===== config.mk =====
export PLATFORM = sky130hd
export DESIGN_NAME = inst_queue
export DESIGN_NICKNAME = d
export VERILOG_FILES = /design/src/rtl/inst_queue.sv
export SDC_FILE = /design/constraint.sdc
export NUM_CORES = 1
export LEC_CHECK = 0
export BUFFER_PORTS_ARGS = -buffer_cell sky130_fd_sc_hd__buf_2
export CAP_MARGIN = 20
export CORE_AREA = 2 2 146 148
export CTS_BUF_LIST = sky130_fd_sc_hd__clkbuf_8
export DETAILED_ROUTE_END_ITERATION = 8
export DIE_AREA = 0 0 148 150
export PLACE_DENSITY = 0.7
export SKIP_LAST_GASP = 1
export SLEW_MARGIN = 20
export SYNTH_ARGS = -nofsm -noshare
export SYNTH_HDL_FRONTEND = slang
export SYNTH_SLANG_ARGS = --single-unit

===== constraint.sdc =====
create_clock -name clk_i -period 3.7 [get_ports clk_i]
set_input_delay 0.925 -clock clk_i [delete_from_list [all_inputs] [get_ports clk_i]]
set_output_delay 0.925 -clock clk_i [all_outputs]
set_load 0.05 [all_outputs]

===== src/rtl/inst_queue.sv =====
// Instruction queue between fetch and decode.
// A circular FIFO of DEPTH {pc, inst} entries. Enqueue side: enq_valid_i /
// enq_ready_o. Dequeue side: deq_valid_o / deq_ready_i. On both sides a
// transfer happens on a rising edge where valid and ready are both high and
// flush_i is low. Valid never waits on ready. enq_ready_o and deq_valid_o
// depend only on registered state. A flush discards every entry and ignores
// both handshakes in that cycle. The storage array is not reset; the
// occupancy count decides what is visible.
module inst_queue #(
    parameter int unsigned DEPTH = 4,
    parameter logic [31:0] NOP   = 32'h0000_0000
) (
    input  logic                         clk_i,
    input  logic                         rst_ni,
    input  logic                         flush_i,
    input  logic                         enq_valid_i,
    input  logic [31:0]                  enq_pc_i,
    input  logic [31:0]                  enq_inst_i,
    output logic                         enq_ready_o,
    output logic                         almost_full_o,
    output logic                         deq_valid_o,
    output logic [31:0]                  deq_pc_o,
    output logic [31:0]                  deq_inst_o,
    input  logic                         deq_ready_i,
    output logic [$clog2(DEPTH+1)-1:0]   count_o
);

    localparam int unsigned PTR_W = $clog2(DEPTH);
    localparam int unsigned CNT_W = $clog2(DEPTH+1);

    localparam logic [CNT_W-1:0] FULL_CNT = CNT_W'(DEPTH);
    localparam logic [CNT_W-1:0] AF_CNT   = CNT_W'(DEPTH - 1);
    localparam logic [CNT_W-1:0] CNT_ONE  = CNT_W'(1);
    localparam logic [PTR_W-1:0] PTR_ONE  = PTR_W'(1);

    // The pointers wrap for free only when DEPTH is a power of two.
    if (DEPTH < 2 || (DEPTH & (DEPTH - 1)) != 0) begin : g_bad_depth
        $error("inst_queue: DEPTH must be a power of two and at least 2");
    end

    // Registered state
    logic [PTR_W-1:0] wr_ptr_q, wr_ptr_d;
    logic [PTR_W-1:0] rd_ptr_q, rd_ptr_d;
    logic [CNT_W-1:0] count_q,  count_d;

    // Entry storage (no reset needed)
    logic [31:0] mem_pc_q   [DEPTH];
    logic [31:0] mem_inst_q [DEPTH];

    // Handshake qualifiers
    logic enq_fire;
    logic deq_fire;

    // Status outputs come from the registered count only
    always_comb begin
        enq_ready_o   = (count_q != FULL_CNT);
        almost_full_o = (count_q >= AF_CNT);
        deq_valid_o   = (count_q != '0);
        count_o       = count_q;
    end

    // Head entry, or the idle pattern when empty
    always_comb begin
        deq_pc_o   = 32'h0;
        deq_inst_o = NOP;
        if (deq_valid_o) begin
            deq_pc_o   = mem_pc_q[rd_ptr_q];
            deq_inst_o = mem_inst_q[rd_ptr_q];
        end
    end

    // Transfers happen only when not flushing
    always_comb begin
        enq_fire = enq_valid_i && enq_ready_o && !flush_i;
        deq_fire = deq_valid_o && deq_ready_i && !flush_i;
    end

    // Next-state for pointers and count
    always_comb begin
        wr_ptr_d = wr_ptr_q;
        rd_ptr_d = rd_ptr_q;
        count_d  = count_q;
        if (flush_i) begin
            wr_ptr_d = '0;
            rd_ptr_d = '0;
            count_d  = '0;
        end else begin
            if (enq_fire) begin
                wr_ptr_d = wr_ptr_q + PTR_ONE;
            end
            if (deq_fire) begin
                rd_ptr_d = rd_ptr_q + PTR_ONE;
            end
            unique case ({enq_fire, deq_fire})
                2'b10:   count_d = count_q + CNT_ONE;
                2'b01:   count_d = count_q - CNT_ONE;
                default: count_d = count_q;
            endcase
        end
    end

    // Pointer and count registers, cleared by reset
    always_ff @(posedge clk_i or negedge rst_ni) begin
        if (!rst_ni) begin
            wr_ptr_q <= '0;
            rd_ptr_q <= '0;
            count_q  <= '0;
        end else begin
            wr_ptr_q <= wr_ptr_d;
            rd_ptr_q <= rd_ptr_d;
            count_q  <= count_d;
        end
    end

    // Write the accepted entry at the write pointer
    always_ff @(posedge clk_i) begin
        if (enq_fire) begin
            mem_pc_q[wr_ptr_q]   <= enq_pc_i;
            mem_inst_q[wr_ptr_q] <= enq_inst_i;
        end
    end

endmodule


==> Word-level counts from Yosys, hierarchy flattened <==
Memory sizes are Yosys's and may differ from the RTL's.
Index checks and enable logic that the tools add are counted.
{ "totals": {"register_bits": 7, "ram_bits": 256, "out_inout_bits": 70, "elab_cells": 32, "mem_count": 2} }
{ "classes": {"n_addsub": 4, "magnitude_cmp": 1, "n_eq_ne": 3, "muxes": 10, "n_reduce_logical": 9} }
{ "mem_list": {"columns": ["name", "depth", "width", "read_ports", "rd_ports_with_merged_regs", "wr", "line_no", "rtl"], "rows": [
  ["mem_inst_q", 4, 32, 1, 0, 1, "48", "logic [31:0] mem_inst_q [DEPTH];"],
  ["mem_pc_q", 4, 32, 1, 0, 1, "47", "logic [31:0] mem_pc_q [DEPTH];"]
]} }
{ "op_table": {"columns": ["operator", "n"], "rows": [
  ["32-bit two-way mux", 2],
  ["2-bit two-way mux", 4],
  ["3-bit case mux with 2 select lines", 1],
  ["3-bit nonzero test", 2],
  ["2-bit by 1-bit adder with 2-bit output (second input constant)", 2],
  ["1-bit logical AND", 4],
  ["2-bit nonzero test", 2],
  ["3-bit by 1-bit adder with 3-bit output (second input constant)", 1],
  ["3-bit by 2-bit >= comparator with 1-bit output (second input constant)", 1],
  ["3-bit two-way mux", 1],
  ["3-bit != test (second input constant)", 1],
  ["3-bit by 1-bit subtractor with 3-bit output (second input constant)", 1],
  ["2-bit by 1-bit equality test with 1-bit output (second input constant)", 1],
  ["2-bit equality test (second input constant)", 1],
  ["1-bit two-way mux", 2],
  ["1-bit zero test", 1]
]} }

==> Logic depth before layout (Yosys ltp) <==
{ "depth": {"ltp_word": 6, "ltp_mapped": 9, "ltp_nobuf": 8} }

==> Least setup slack after synthesis <==
OpenSTA, ideal clock, no wires.
{ "synth_path": {"kind": "reg2reg", "start": "register count_q[0], in the netlist count_o[0]", "end": "memory mem_inst_q[0][0] (enable)", "arrival_ps": 3258, "setup_slack_ps": 13, "stages_incl_launch_ff": 5, "synth_period_minus_slack_ps": 3687, "cell_sequence": "dfrtp_1 -> buf_2 -> or3b_1 -> clkbuf_1 -> and3_1"} }
{ "synth_via": {"elab_chain_cells": 5} }
{ "synth_lines": {"columns": ["element", "line_no", "rtl"], "rows": [
  ["from (decl)", "44", "logic [CNT_W-1:0] count_q, count_d;"],
  ["from (signal assigned)", "111", "count_q <= count_d;"],
  ["3-bit != test", "56", "enq_ready_o = (count_q != FULL_CNT);"],
  ["net enq_ready_o", "19", "output logic enq_ready_o,"],
  ["1-bit logical AND (2 in a row)", "74", "enq_fire = enq_valid_i && enq_ready_o && !flush_i;"],
  ["1-bit two-way mux", "117", "if (enq_fire) begin"],
  ["1-bit two-way mux (not written as such)", "119", "mem_inst_q[wr_ptr_q] <= enq_inst_i;"],
  ["to (decl)", "48", null]
]} }
The timed path passes the listed nets, and every way through them passes these cells.

==> Worst setup path after layout <==
{ "layout_path": {"start": "register count_q[0], in the netlist count_o[0]", "end": "output port deq_inst_o[7]"} }
{ "layout_via": {"elab_chain_cells": 2} }
{ "layout_lines": {"columns": ["element", "line_no", "rtl"], "rows": [
  ["3-bit nonzero test", "58", "deq_valid_o = (count_q != '0);"],
  ["32-bit two-way mux", "66", "if (deq_valid_o) begin"],
  ["to (decl)", "23", "output logic [31:0] deq_inst_o,"]
]} }
No other way between the ends.

==> results by group <==
Placed design
  • Placer's final routability congestion estimate: 0.7019
  • Placed Cells: roughly 870
  • Dpl hpwl: 11,870 µm
  • Number of buffers added on ports: between 100 and 150
  • Post-Place Cell Area: about 11,000 µm²

Routing
  • Final routed wire length divided by cell count: 20.80 µm
  • Iter 0 DRT Violations: roughly 270
  • Total vias in the final route: about 5,000
  • Count of TritonRoute iterations in the first routing pass: 5
  • Total DRC errors in the routed layout: 0
  • Total Routed Length: 19,690 µm
  • Avg Vias per Cell: 5.338
  • Post-detailed-route count of antenna-violating nets: 0

Yosys
  • Number of distinct standard cells referenced by the synthesized netlist: 33
  • Share of the yosys chip area belonging to registers: 0.7700
  • Share of flip-flops with an asynchronous set or reset: 0.02662
  • Dominant cell type by area after synthesis: sky130_fd_sc_hd__edfxtp_1
  • Post-synthesis cell count: 471
  • Top cells by area, synth: sky130_fd_sc_hd__edfxtp_1 (75%), sky130_fd_sc_hd__mux4_2 (14%), sky130_fd_sc_hd__and2_1 (3.9%)
  • Share of the synthesized area in the top cell type: 0.7528
  • Mapped cell area: approximately 10,000 µm²
  • Avg Synthesized Cell Area: 21.68 µm²
  • Post-synthesis register bit count: between 200 and 300
  • Warning count from the yosys run: 0
  • Post-synth net total: approximately 550
  • Post-synth EDFFs: roughly 260
  • Synth Flop Type: sky130_fd_sc_hd__edfxtp_1

Final layout
  • Most frequent standard cell in the layout excluding fill and tap cells: sky130_fd_sc_hd__edfxtp_1
  • Final Core Density: 0.5837
  • Number of non-filler instances in the completed layout: around 950
  • Share of final-layout standard cells stronger than drive strength 1: 0.4075
  • Highest-count cells in the layout ignoring fill and taps: sky130_fd_sc_hd__edfxtp_1 (256), sky130_fd_sc_hd__buf_2 (138), sky130_fd_sc_hd__mux4_2 (64), sky130_fd_sc_hd__and2_1 (64), sky130_fd_sc_hd__clkbuf_8 (45)
  • Final design area excluding fillers: approximately 12,000 µm²
  • Net count, final: 713
  • Fillers: between 1,500 and 2,000
  • Area overhead of the layout relative to synthesis: 18.27%

Power and ir drop
  • Leakage: 4.206 nW
  • Final Total Pwr: around 8 mW
  • Max rail drop VDD: between 0.0004 and 0.0005 V
  • Power per cell area: approximately 670 nW/µm²

STA
  • Number of pins exceeding their max-slew limit in the final report: 0
  • Fmax achieved: 291.9 MHz
  • Worst-case headroom to the max-slew limit: 0.6526
  • Number of hold violations in the final report: 0
  • Setup clock skew after layout: about 0.019 ns
  • Share of the clock period used by the worst path: 0.9257
  • Setup tns final: 0 ns
  • Transition time at the pin with the least slew margin: between 0.5 and 0.6 ns
  • Final setup violation count: 0
  • Final worst path period need: approximately 3.4 ns
  • Unrepaired setup endpoints after global routing: no

Global route
  • Number of antenna violations at the first check in global routing: 2
  • Maximum number of pins on one net before global-route repair: 41
  • First-pass GRT wire length: about 30,000 µm
  • Sum of overflow across all layers after global routing: 0
  • Vias in the first global route: around 5,500
  • Total routing usage reported by global routing: 0.1796

Floorplanning
  • Die Outline Area: between 20,000 and 25,000 µm²
  • Core footprint: a little over 20,000 µm²
  • Chip Width: 148 µm
  • Initial Util: 0.4935
  • Total number of placement rows: between 50 and 60
  • I/O pin count: approximately 140
  • Die height: 150 µm

Critical path
  • Crit start category: register
  • CP endpoint kind: primary output
  • Maximum net fanout on the critical path: 34
  • Category of the critical setup timing path: register to primary output
  • Data arrival, critical path: between 2 and 3 ns
  • Data required time of the worst path: ~2.8 ns

CTS
  • Clock sink total: 263
  • Clock tree from TritonCTS: built
  • Clk Latency, worst-skew pair: about 0.53 ns
  • Number of CTS-inserted buffers: 43
  • Hold-fix buffer count after cts: 0
  • CTS resizes: 0
  • Number of setup buffers added after CTS: 0
  • Clock-pin slew reported for the worst setup and hold paths after clock tree synthesis: about 0.060 ns
  • Maximum buffer depth of the clock tree: 3
  • H-tree levels: 2
  • Clk Tree Root Cell: sky130_fd_sc_hd__clkbuf_8

Job
  • Max-cap violation count: 0

Outcome
  • Outcome: finished clean

Min path
  • Class of the most critical hold timing path: input port to async pin
## final timing paths
kind	start	endpoint	slack, ns	depth (start not counted)
setup / recovery	count_o[0]$_DFFE_PN0P_	deq_inst_o[7]	0.27	5
setup reg to reg	count_o[0]$_DFFE_PN0P_	count_o[2]$_DFFE_PN0P_	0.84	8
max in group asynchronous	rst_ni	rd_ptr_q[0]$_DFFE_PN0P_	3.28	1
hold / removal	rst_ni	count_o[2]$_DFFE_PN0P_	0.23	1
min in group clk_i	wr_ptr_q[1]$_DFFE_PN0P_	wr_ptr_q[1]$_DFFE_PN0P_	0.59	2
hold reg to reg	wr_ptr_q[1]$_DFFE_PN0P_	wr_ptr_q[1]$_DFFE_PN0P_	0.59	2
## kinds of logic (layout without fill, tap and decap cells)
logic type      count (synthesis)  after routing  synth area share
fa+ha+maj                       5              5          0.006862
other cells                     0              2                 0
compound gates                 11             11          0.007842
flops                         263            263            0.7700
mux                            65             65            0.1421
simple gates                   93             93           0.05404
xor+xnor                        4              4          0.003432
buf+inv                        30            229           0.01568
## worst max-delay path: stages (launching register included)
cell,delay (ns)
sky130_fd_sc_hd__dfrtp_1,0.50
sky130_fd_sc_hd__nor3_1,0.45
sky130_fd_sc_hd__inv_4,0.24
sky130_fd_sc_hd__buf_4,0.33
sky130_fd_sc_hd__and2_1,0.22
sky130_fd_sc_hd__buf_2,0.22
## metrics by stage
| stage | setup WS (ns) | hold slack, ns |
|---|---|---|
| after floorplan | 0.01337 | 0.5425 |
| after global placement | 0.6789 | 0.5499 |
| after detailed placement | 0.6707 | 0.5731 |
| after CTS | 0.09041 | 0.2092 |
| after global routing | 0.04363 | 0.2259 |
| final | 0.2747 | 0.2350 |
## power breakdown
group | internal (mW) | switching [mW] | leakage [nW]
logic | 0.708 | 1.57 | 1.35
clock network | 1.19 | 1.07 | 0.444
registers | 3.41 | 0.0931 | 2.41
total | 5.31 | 2.73 | 4.21
## state kept, by name, indices dropped and copies added, names as in the netlist
signal      cells
mem_inst_q    128
rd_ptr_q        2
count_o         3
mem_pc_q      128
wr_ptr_q        2
## cell usage after synthesis (3+ instances only)
cell,number
sky130_fd_sc_hd__and2_1,64
sky130_fd_sc_hd__dfrtp_1,7
sky130_fd_sc_hd__a21oi_1,3
sky130_fd_sc_hd__clkbuf_1,9
sky130_fd_sc_hd__ha_1,4
sky130_fd_sc_hd__xor2_1,3
sky130_fd_sc_hd__inv_1,4
sky130_fd_sc_hd__nand3_1,3
sky130_fd_sc_hd__and3_1,4
sky130_fd_sc_hd__edfxtp_1,256
sky130_fd_sc_hd__buf_6,4
sky130_fd_sc_hd__nand2_1,6
sky130_fd_sc_hd__mux4_2,64
sky130_fd_sc_hd__nor3_1,3
sky130_fd_sc_hd__buf_2,11
sky130_fd_sc_hd__nor2_1,6
## final cells by class
cell class                      count  area (µm²)  area share
Timing Repair Buffer              148       853.3     0.07066
Tap cell                          275       344.1     0.02849
Clock inverter                     31       155.1     0.01285
Inverter                            5       21.27    0.001761
Clock buffer                       45       619.3     0.05128
Sequential cell                   263        7870      0.6517
Multi-Input combinational cell    178        2208      0.1829
Antenna cell                        2       5.005   0.0004144
## metal layers
layer | vias to the layer above | wire [µm] | share of wire | track usage
met2 | 185 | 9592 | 0.49 | 0.2935
met1 | 2586 | 8302 | 0.42 | 0.2412
li1 | 2246 | - | - | -
met3 | 36 | 1397 | 0.071 | 0.04756
met5 | - | 11 | 0.00056 | 0
met4 | 2 | 391 | 0.020 | 0.05238
Note: power is estimated with default switching activity, not from simulation.
